[config.mk]
export PLATFORM = sky130hd
export DESIGN_NAME = reaction_timer_core
export DESIGN_NICKNAME = d
export VERILOG_FILES = /design/src/rtl/reaction_timer_core.sv
export SDC_FILE = /design/constraint.sdc
export NUM_CORES = 1
export LEC_CHECK = 0
export CORE_ASPECT_RATIO = 1.75
export CORE_UTILIZATION = 40
export CTS_CLUSTER_SIZE = 28
export DETAILED_ROUTE_END_ITERATION = 6
export PLACE_DENSITY_LB_ADDON = 0.3
export SYNTH_ARGS = -nofsm -noshare
export SYNTH_HDL_FRONTEND = slang
export SYNTH_SLANG_ARGS = --single-unit
export TNS_END_PERCENT = 1
[constraint.sdc]
create_clock -name clk -period 2.8 [get_ports clk]
set_input_delay 0.28 -clock clk [delete_from_list [all_inputs] [get_ports clk]]
set_output_delay 0.28 -clock clk [all_outputs]
set_load 0.02 [all_outputs]
[src/rtl/reaction_timer_core.sv]
// reaction_timer_core: random pre-delay, then BCD millisecond reaction counter with best-time tracking,
// false-start and timeout detection.
module reaction_timer_core #(
  parameter int          CLK_FREQ_HZ  = 100000000,
  parameter int          NUM_DIGITS   = 4,
  parameter int          MIN_DELAY_MS = 1000,
  parameter int          RANGE_MASK   = 2047,
  parameter logic [15:0] LFSR_SEED    = 16'hACE1
) (
  input  logic                    clk,
  input  logic                    rst_n,
  input  logic                    start,
  input  logic                    stop,
  output logic                    led,
  output logic [4*NUM_DIGITS-1:0] bcd_time,
  output logic [4*NUM_DIGITS-1:0] bcd_best,
  output logic [2:0]              state,
  output logic                    result_valid,
  output logic                    new_best
);
  localparam int TICKS = CLK_FREQ_HZ / 1000;
  localparam int PW = TICKS > 1 ? $clog2(TICKS) : 1;
  localparam int DW = $clog2(MIN_DELAY_MS + RANGE_MASK + 2);
  localparam int BW = 4 * NUM_DIGITS;
  typedef enum logic [2:0] {
    IDLE = 3'd0, WAIT = 3'd1, ARMED = 3'd2, DONE = 3'd3, FALSE_START = 3'd4, TIMEOUT = 3'd5
  } state_t;
  state_t st, nxt;
  logic [2:0] start_sy, stop_sy;
  logic start_ev, stop_ev, tick, go, all9, finish, better;
  logic [15:0] lfsr;
  logic [PW-1:0] presc;
  logic [DW-1:0] delay;
  logic [BW-1:0] inc;
  assign start_ev = start_sy[1] & ~start_sy[2];
  assign stop_ev  = stop_sy[1] & ~stop_sy[2];
  assign tick     = presc == PW'(TICKS - 1);
  assign led      = st == ARMED;
  assign state    = st;
  assign finish   = st == ARMED && nxt == DONE;
  assign better   = bcd_time < bcd_best;
  always_comb begin
    inc  = bcd_time;
    all9 = 1'b1;
    for (int i = 0; i < NUM_DIGITS; i++) begin
      inc[4*i+:4] = all9 ? (bcd_time[4*i+:4] == 4'd9 ? 4'd0 : bcd_time[4*i+:4] + 4'd1) : bcd_time[4*i+:4];
      all9 = all9 & (bcd_time[4*i+:4] == 4'd9);
    end
  end
  always_comb begin
    nxt = st;
    go  = 1'b0;
    case (st)
      WAIT: begin
        if (stop_ev) nxt = FALSE_START;
        else if (tick && delay <= DW'(1)) nxt = ARMED;
      end
      ARMED: begin
        if (stop_ev) nxt = DONE;
        else if (tick && all9) nxt = TIMEOUT;
      end
      default: begin
        go = start_ev;
        if (start_ev) nxt = WAIT;
      end
    endcase
  end
  always_ff @(posedge clk or negedge rst_n) begin
    if (!rst_n) st <= IDLE;
    else st <= nxt;
  end
  // synchronisers reset high so a button held through reset release gives no press
  always_ff @(posedge clk or negedge rst_n) begin
    if (!rst_n) begin
      start_sy     <= '1;
      stop_sy      <= '1;
      lfsr         <= LFSR_SEED;
      presc        <= '0;
      delay        <= '0;
      bcd_time     <= '0;
      bcd_best     <= {NUM_DIGITS{4'h9}};
      result_valid <= 1'b0;
      new_best     <= 1'b0;
    end else begin
      start_sy     <= {start_sy[1:0], start};
      stop_sy      <= {stop_sy[1:0], stop};
      lfsr         <= {lfsr[14:0], lfsr[15] ^ lfsr[13] ^ lfsr[12] ^ lfsr[10]};
      presc        <= (tick || (nxt != st && (nxt == WAIT || nxt == ARMED))) ? '0 : presc + 1'b1;
      delay        <= go ? DW'(MIN_DELAY_MS) + DW'({16'd0, lfsr} & RANGE_MASK)
                    : (st == WAIT && tick) ? delay - 1'b1 : delay;
      bcd_time     <= go ? '0 : (st == ARMED && nxt == ARMED && tick) ? inc : bcd_time;
      result_valid <= finish;
      new_best     <= finish && better;
      if (finish && better) bcd_best <= bcd_time;
    end
  end
endmodule

==> results of run 1 <==
-- Yosys cell counts (12+ instances only) --
cell type   n
ha_1       19
mux2_2     13
dfstp_2    22
nor3_1     18
o21ai_0    15
xor2_1     21
nand3_1    12
dfrtp_1    66
xnor2_1    14
inv_1      24
a21oi_1    22
nand2_1    27
nor2_1     54
-- metrics by stage --
| stage | total power, mW | hold slack [ns] | utilization [%] |
|---|---|---|---|
| after detailed placement | 2.07 | 0.337 | 48.6 |
| after floorplan | 1.89 | -0.0156 | - |
| after global placement | 2.05 | 0.338 | 48.6 |
| final | 3.43 | 0.113 | 51.8 |
| after CTS | 3.47 | 0.174 | 51.8 |
| after global routing | 3.60 | 0.215 | 51.8 |
-- registers in the layout, summed over array words and instances, names as in the netlist --
| name | cells |
|---|---|
| state | 3 |
| start_sy | 3 |
| stop_sy | 3 |
| result_valid | 1 |
| new_best | 1 |
| bcd_best | 16 |
| lfsr | 16 |
| presc | 17 |
| delay | 12 |
| bcd_time | 16 |
-- routing by layer --
metal	wire (um)	vias up	track usage, %
met4	349	0	10.7
met1	3730	1659	19.2
met5	0	-	0
met3	235	29	4.57
li1	-	1648	-
met2	5240	60	32.5
-- kinds of logic (layout without fill, tap and decap cells) --
kind of cell	after synthesis	count (layout)	synth area share (%)
flops	88	88	50.0
buf+inv	33	110	2.92
compound gates	63	63	8.98
simple gates	174	174	21.5
xor+xnor	35	35	6.87
fa+ha+maj	19	19	5.33
mux	18	18	4.40
-- layout by cell type, fill, tap and decap left out, types with 14 or more instances in the layout --
cell             synthesis  layout
a21oi_1                 22      22
buf_4                    1      29
clkdlybuf4s50_1          0      40
dfrtp_1                 66      66
dfstp_2                 22      22
ha_1                    19      19
inv_1                   24      24
nand2_1                 27      27
nor2_1                  54      54
nor3_1                  18      18
o21ai_0                 15      15
xnor2_1                 14      14
xor2_1                  21      21
-- power by group through the flow --
stage / logic [mW] / clock network [mW] / registers, mW
2_1_floorplan: 0.347 / 0 / 1.54
3_3_place_gp: 0.510 / 0 / 1.54
3_5_place_dp: 0.526 / 0 / 1.55
4_1_cts: 0.531 / 1.41 / 1.53
5_1_grt: 0.585 / 1.47 / 1.55
6_report: 0.524 / 1.38 / 1.53
-- worst max path at each step --
stage / start / end / slack [ns] / cells past startpoint
after global routing: presc[0] / bcd_time[15] / 0.002 / 8
final: presc[8] / bcd_time[15] / 0.13 / 7
after detailed placement: presc[8] / bcd_time[15] / 0.12 / 7
after CTS: presc[0] / bcd_time[15] / 0.07 / 8
after floorplan: bcd_time[1] / presc[15] / 0.05 / 9
after global placement: presc[8] / bcd_time[4] / 0.20 / 7
-- final cells by class --
| class | count | area [um^2] |
|---|---|---|
| sequential | 88 | 2230 |
| timing repair buffer | 70 | 638 |
| clock inverter | 5 | 104 |
| multi-input combinational | 309 | 2110 |
| inverter | 24 | 90.1 |
| fill | 994 | 5190 |
| tap | 130 | 163 |
| clock buffer | 11 | 243 |
==> results.json, run 1 <==
{
  "grt_start_max_net_pins": 86,
  "dp_cells": 621,
  "post_cts_resized": 0,
  "die_area_um2": 11600,
  "synthToLayoutAreaGrowth_pct": 25.0,
  "setup_viol": 0,
  "path_class": "reg -> reg",
  "reg2reg_slack_ns": 0.13,
  "internal_power_mw": 2.52,
  "ys.flop_type": "dfrtp_1",
  "synth_cell_types": 57,
  "drive_gt1_share_pct": 17.8,
  "skew_ns": 0.00733,
  "cts_sinks": 88,
  "synthArstFlopShare_pct": 100,
  "maxCapViolCount": 0,
  "nets": 525,
  "vdd_ir_drop_max_v": 0.000548,
  "fin_crit_ns": 2.67,
  "synth_edf_count": 0,
  "synth_area_per_cell_um2": 10.4,
  "r2r_start": "presc[8]",
  "synth_area_leaders": "dfrtp_1 37%, dfstp_2 13%, ha_1 5.3%",
  "post_cts_buffers": 0,
  "path_buf_inv": 0,
  "grt_pass1_vias": 3519,
  "worstMarginPinSlew_ns": 1.06,
  "synth_top_area_cell": "dfrtp_1",
  "h-tree-depth": 3,
  "grt_pass1_wl_um": 16200,
  "worstSkewPairLatency_ns": 0.34,
  "placed_cell_area_um2": 5230,
  "antenna_left": 0,
  "vias_per_cell": 5.33,
  "io_pins": 42,
  "grt_usage_pct": 18.5,
  "cts_hold_buf": 0,
  "num_vias": 3396,
  "p_seq_share_pct": 44.6,
  "finalInstanceArea_um2": 5570,
  "cts_made_buffers": 9,
  "overflow": 0,
  "yosysWarnings": 0,
  "ys_ff_latch": 88,
  "relSlewSlack_pct": 29.1,
  "finalWorstSetupSlack_ns": 0.125,
  "pwr-share-clk_pct": 40.1,
  "crit_fanout": 5,
  "drc_errors": 0,
  "instances_no_fill": 637,
  "synth_area_um2": 4460,
  "combPwrFrac_pct": 15.3,
  "gp_congestion": 0.837,
  "die_y_um": 142,
  "slew_viol_final": 0,
  "powerDensity_nw_per_um2": 616,
  "wl_um": 9550,
  "syn_inst": 430,
  "switching_share_pct": 26.7,
  "hpwl_um": 6890,
  "yosysTopAreaCellShare_pct": 37.0,
  "detail_route.wl_per_cell_um": 15.0,
  "hp-class": "in -> async",
  "setup_tns_ns": 0,
  "outcome": "finished, final reports clean",
  "slowest_stage": "or4b_4",
  "drt_iter0_markers": 160,
  "hold_violations": 0,
  "core_area_um2": 10800,
  "path_clk_slew_ns": 0.06,
  "start_util_pct": 41.5,
  "fp-row-count": 50,
  "slowest_delay_ns": 0.58,
  "cts_root_buf": "clkbuf_16",
  "grt_antenna_before_repair": 0,
  "diodes": 0,
  "die_w_um": 81.8,
  "numPortBuffers": 41,
  "worstPathCellList": "or4b_4, or4_4, nor4_4, nand3_1, nor3b_1, o21ai_0, a21oi_1",
  "clockBufferDepth": 2,
  "cellLeakagePower_nw": 2.36,
  "worst_ep_arrival_time_ns": 2.94,
  "cpLargestDelayFamily": "simple AND/OR/NAND/NOR gates",
  "r2r-end": "bcd_time[15]",
  "ys_seq_area_share_pct": 50.0,
  "power.net_switching_mw": 0.917,
  "synth_nets": 453,
  "rsz0062_at_grt": "no",
  "endpoint_kind": "flip-flop",
  "cp_data_required_time_ns": 3.07,
  "firstDrtPassIters": 4,
  "fmax_ghz": 0.374,
  "worstSetupStartpointType": "flip-flop",
  "cts_tree": "built",
  "dpl_worst_slack_ns": 0.116,
  "post-route-period-util_pct": 95.5,
  "ff2ff_path_depth": 7
}
Note: power is estimated with default switching activity, not from simulation.
==> run 2: changes to the inputs <==
--- a/config.mk
+++ b/config.mk
@@ -6,9 +6,12 @@
 export NUM_CORES = 1
 export LEC_CHECK = 0
 export CORE_ASPECT_RATIO = 1.75
+export CORE_MARGIN = 10
 export CORE_UTILIZATION = 40
 export CTS_CLUSTER_SIZE = 28
 export DETAILED_ROUTE_END_ITERATION = 6
+export GPL_ROUTABILITY_DRIVEN = 0
+export GPL_TIMING_DRIVEN = 0
 export PLACE_DENSITY_LB_ADDON = 0.3
 export SYNTH_ARGS = -nofsm -noshare
 export SYNTH_HDL_FRONTEND = slang
==> run 2 against run 1 <==
The flow now finishes with violations (setup timing). Largest cell class unchanged. Cell area increased by 0.43%. Fmax decreased by 6.8%. First-iteration DRC count fell by 48%.
==> results.json, run 2 (synthesized netlist as in run 1, its figures left out) <==
{
  "outcome": "complete, but fails checks",
  "violations": "setup timing",
  "grt_start_max_net_pins": 60,
  "drive_gt1_share_pct": 18.8,
  "cts_tree": "built",
  "final_cell_mix": "65 x dfrtp_1, 54 x nor2_1, 40 x clkdlybuf4s50_1",
  "cts_made_buffers": 9,
  "cp_data_required_time_ns": 3.03,
  "die_area_um2": 15900,
  "dr_wl_met2_um": 5630,
  "maxCapViolCount": 0,
  "overflow": 0,
  "fmax_ghz": 0.348,
  "clockBufferDepth": 2,
  "worstSkewPairLatency_ns": 0.35,
  "worstPathCellList": "or4b_4, nor4_4, and4_1, a21oi_2, or3_4, a211oi_4, buf_6, buf_6, nor3_1",
  "largest_register_ffs": 17,
  "diodes": 0,
  "firstDrtPassIters": 4,
  "worstMarginPinSlew_ns": 0.711,
  "vdd_ir_drop_max_v": 0.000377,
  "drc_errors": 0,
  "hold_violations": 0,
  "hp-class": "in -> reg",
  "highest_layer": "met4",
  "slew_viol_final": 0,
  "hpwl_um": 7430,
  "detail_route.wl_per_cell_um": 16.5,
  "power.total_mw": 3.43,
  "post-route-period-util_pct": 102,
  "instances_no_fill": 631,
  "fillers": 982,
  "setup_viol": 17,
  "multi_input_area_um2": 2200,
  "grt_usage_pct": 13.4,
  "dp_cells": 604,
  "wl_um": 10400,
  "cpLargestDelayFamily": "simple AND/OR/NAND/NOR gates",
  "worst_ep_arrival_time_ns": 3.10,
  "numPortBuffers": 41,
  "die_y_um": 160,
  "die_w_um": 99.8,
  "drt_iter0_markers": 84,
  "rsz0062_at_grt": "yes",
  "grt_antenna_before_repair": 0,
  "cts_root_buf": "clkbuf_16",
  "holdWs_ns": 0.334,
  "crit_fanout": 5,
  "finalInstanceArea_um2": 5600,
  "grt_pass1_wl_um": 17500,
  "fp-row-count": 51,
  "finalWorstSetupSlack_ns": -0.0699,
  "placed_cell_area_um2": 5060,
  "endpoint_kind": "flip-flop",
  "cpMostUsedCell": "buf_6",
  "largest-register": "presc",
  "grt_pass1_vias": 3501,
  "nets": 517,
  "cts_sinks": 88,
  "fin_crit_ns": 2.87,
  "worstSetupStartpointType": "flip-flop",
  "synthToLayoutAreaGrowth_pct": 25.5,
  "relSlewSlack_pct": 52.5,
  "route.met3.wl_um": 365,
  "core_area_um2": 11000,
  "num_vias": 3417,
  "cellLeakagePower_nw": 2.31,
  "skew_ns": 0.00890,
  "h-tree-depth": 3,
  "setup_tns_ns": -0.711,
  "path_class": "reg -> reg",
  "wl_met1_um": 4120,
  "dpl_worst_slack_ns": -0.377,
  "antenna_left": 0,
  "vias_per_cell": 5.42,
  "slowest_delay_ns": 0.55,
  "path_clk_slew_ns": 0.07,
  "start_util_pct": 40.4,
  "path_buf_inv": 2,
  "slowest_stage": "or4b_4",
  "final_common_cell": "dfrtp_1",
  "powerDensity_nw_per_um2": 612,
  "io_pins": 42,
  "final_util_pct": 50.7,
  "seq_area_um2": 2230
}
[run 2: worst reg2reg max path, cell delays in order, from the launching register on]
cell	delay, ns
dfrtp_1	0.41
or4b_4	0.55
nor4_4	0.40
and4_1	0.33
a21oi_2	0.07
or3_4	0.39
a211oi_4	0.31
buf_6	0.16
buf_6	0.11
nor3_1	0.04
[run 2: where the power goes]
| part | switching, mW | total, mW | internal, mW |
|---|---|---|---|
| combinational | 0.318 | 0.572 | 0.254 |
| clock | 0.517 | 1.30 | 0.783 |
| sequential | 0.157 | 1.55 | 1.39 |
[run 2: final cells by class]
| class | count | area share [%] |
|---|---|---|
| inverters | 24 | 1.61 |
| well taps | 132 | 2.95 |
| flip-flops and latches | 88 | 39.9 |
| clock buffers | 9 | 4.02 |
| clock inverters | 7 | 1.70 |
| plain buffers | 7 | 0.715 |
| multi-input cells | 309 | 39.4 |
| repair buffers | 55 | 9.77 |
[run 2: worst paths after layout]
kind	startpoint	cells after the start	endpoint	slack (ns)
min in group asynchronous	rst_n	2	bcd_best[2]	0.40
worst min register to register	lfsr[14]	0	lfsr[15]	0.35
worst max-delay path	presc[11]	9	presc[15]	-0.07
max in group asynchronous	rst_n	3	start_sy[2]	1.71
worst max register to register	presc[11]	9	presc[15]	-0.07
worst min-delay path	start	1	start_sy[0]	0.33
[run 2: layer usage]
metal,up-vias,global-route usage [%]
met5,-,0
met4,0,6.54
met3,20,2.98
met2,70,23.0
met1,1693,14.9
li1,1634,-
[run 2: repair_timing]
| action | in CTS | in global routing |
|---|---|---|
| endpoints found under the hold margin | 21 | 0 |
| hold buffers | 1 | 0 |
| pin swaps | 4 | 14 |
| setup buffers | 1 | 10 |
| endpoints found under the setup margin | 27 | 30 |
| resized for setup | 8 | 21 |
| gates cloned | 0 | 1 |
==> run 3: changes to the inputs <==
--- a/config.mk
+++ b/config.mk
@@ -8,7 +8,7 @@
 export CORE_ASPECT_RATIO = 1.75
 export CORE_MARGIN = 10
 export CORE_UTILIZATION = 40
-export CTS_CLUSTER_SIZE = 28
+export CTS_CLUSTER_SIZE = 16
 export DETAILED_ROUTE_END_ITERATION = 6
 export GPL_ROUTABILITY_DRIVEN = 0
 export GPL_TIMING_DRIVEN = 0
==> results of run 3 <==
The final DEF is identical to that of run 2; final timing and power are the same.
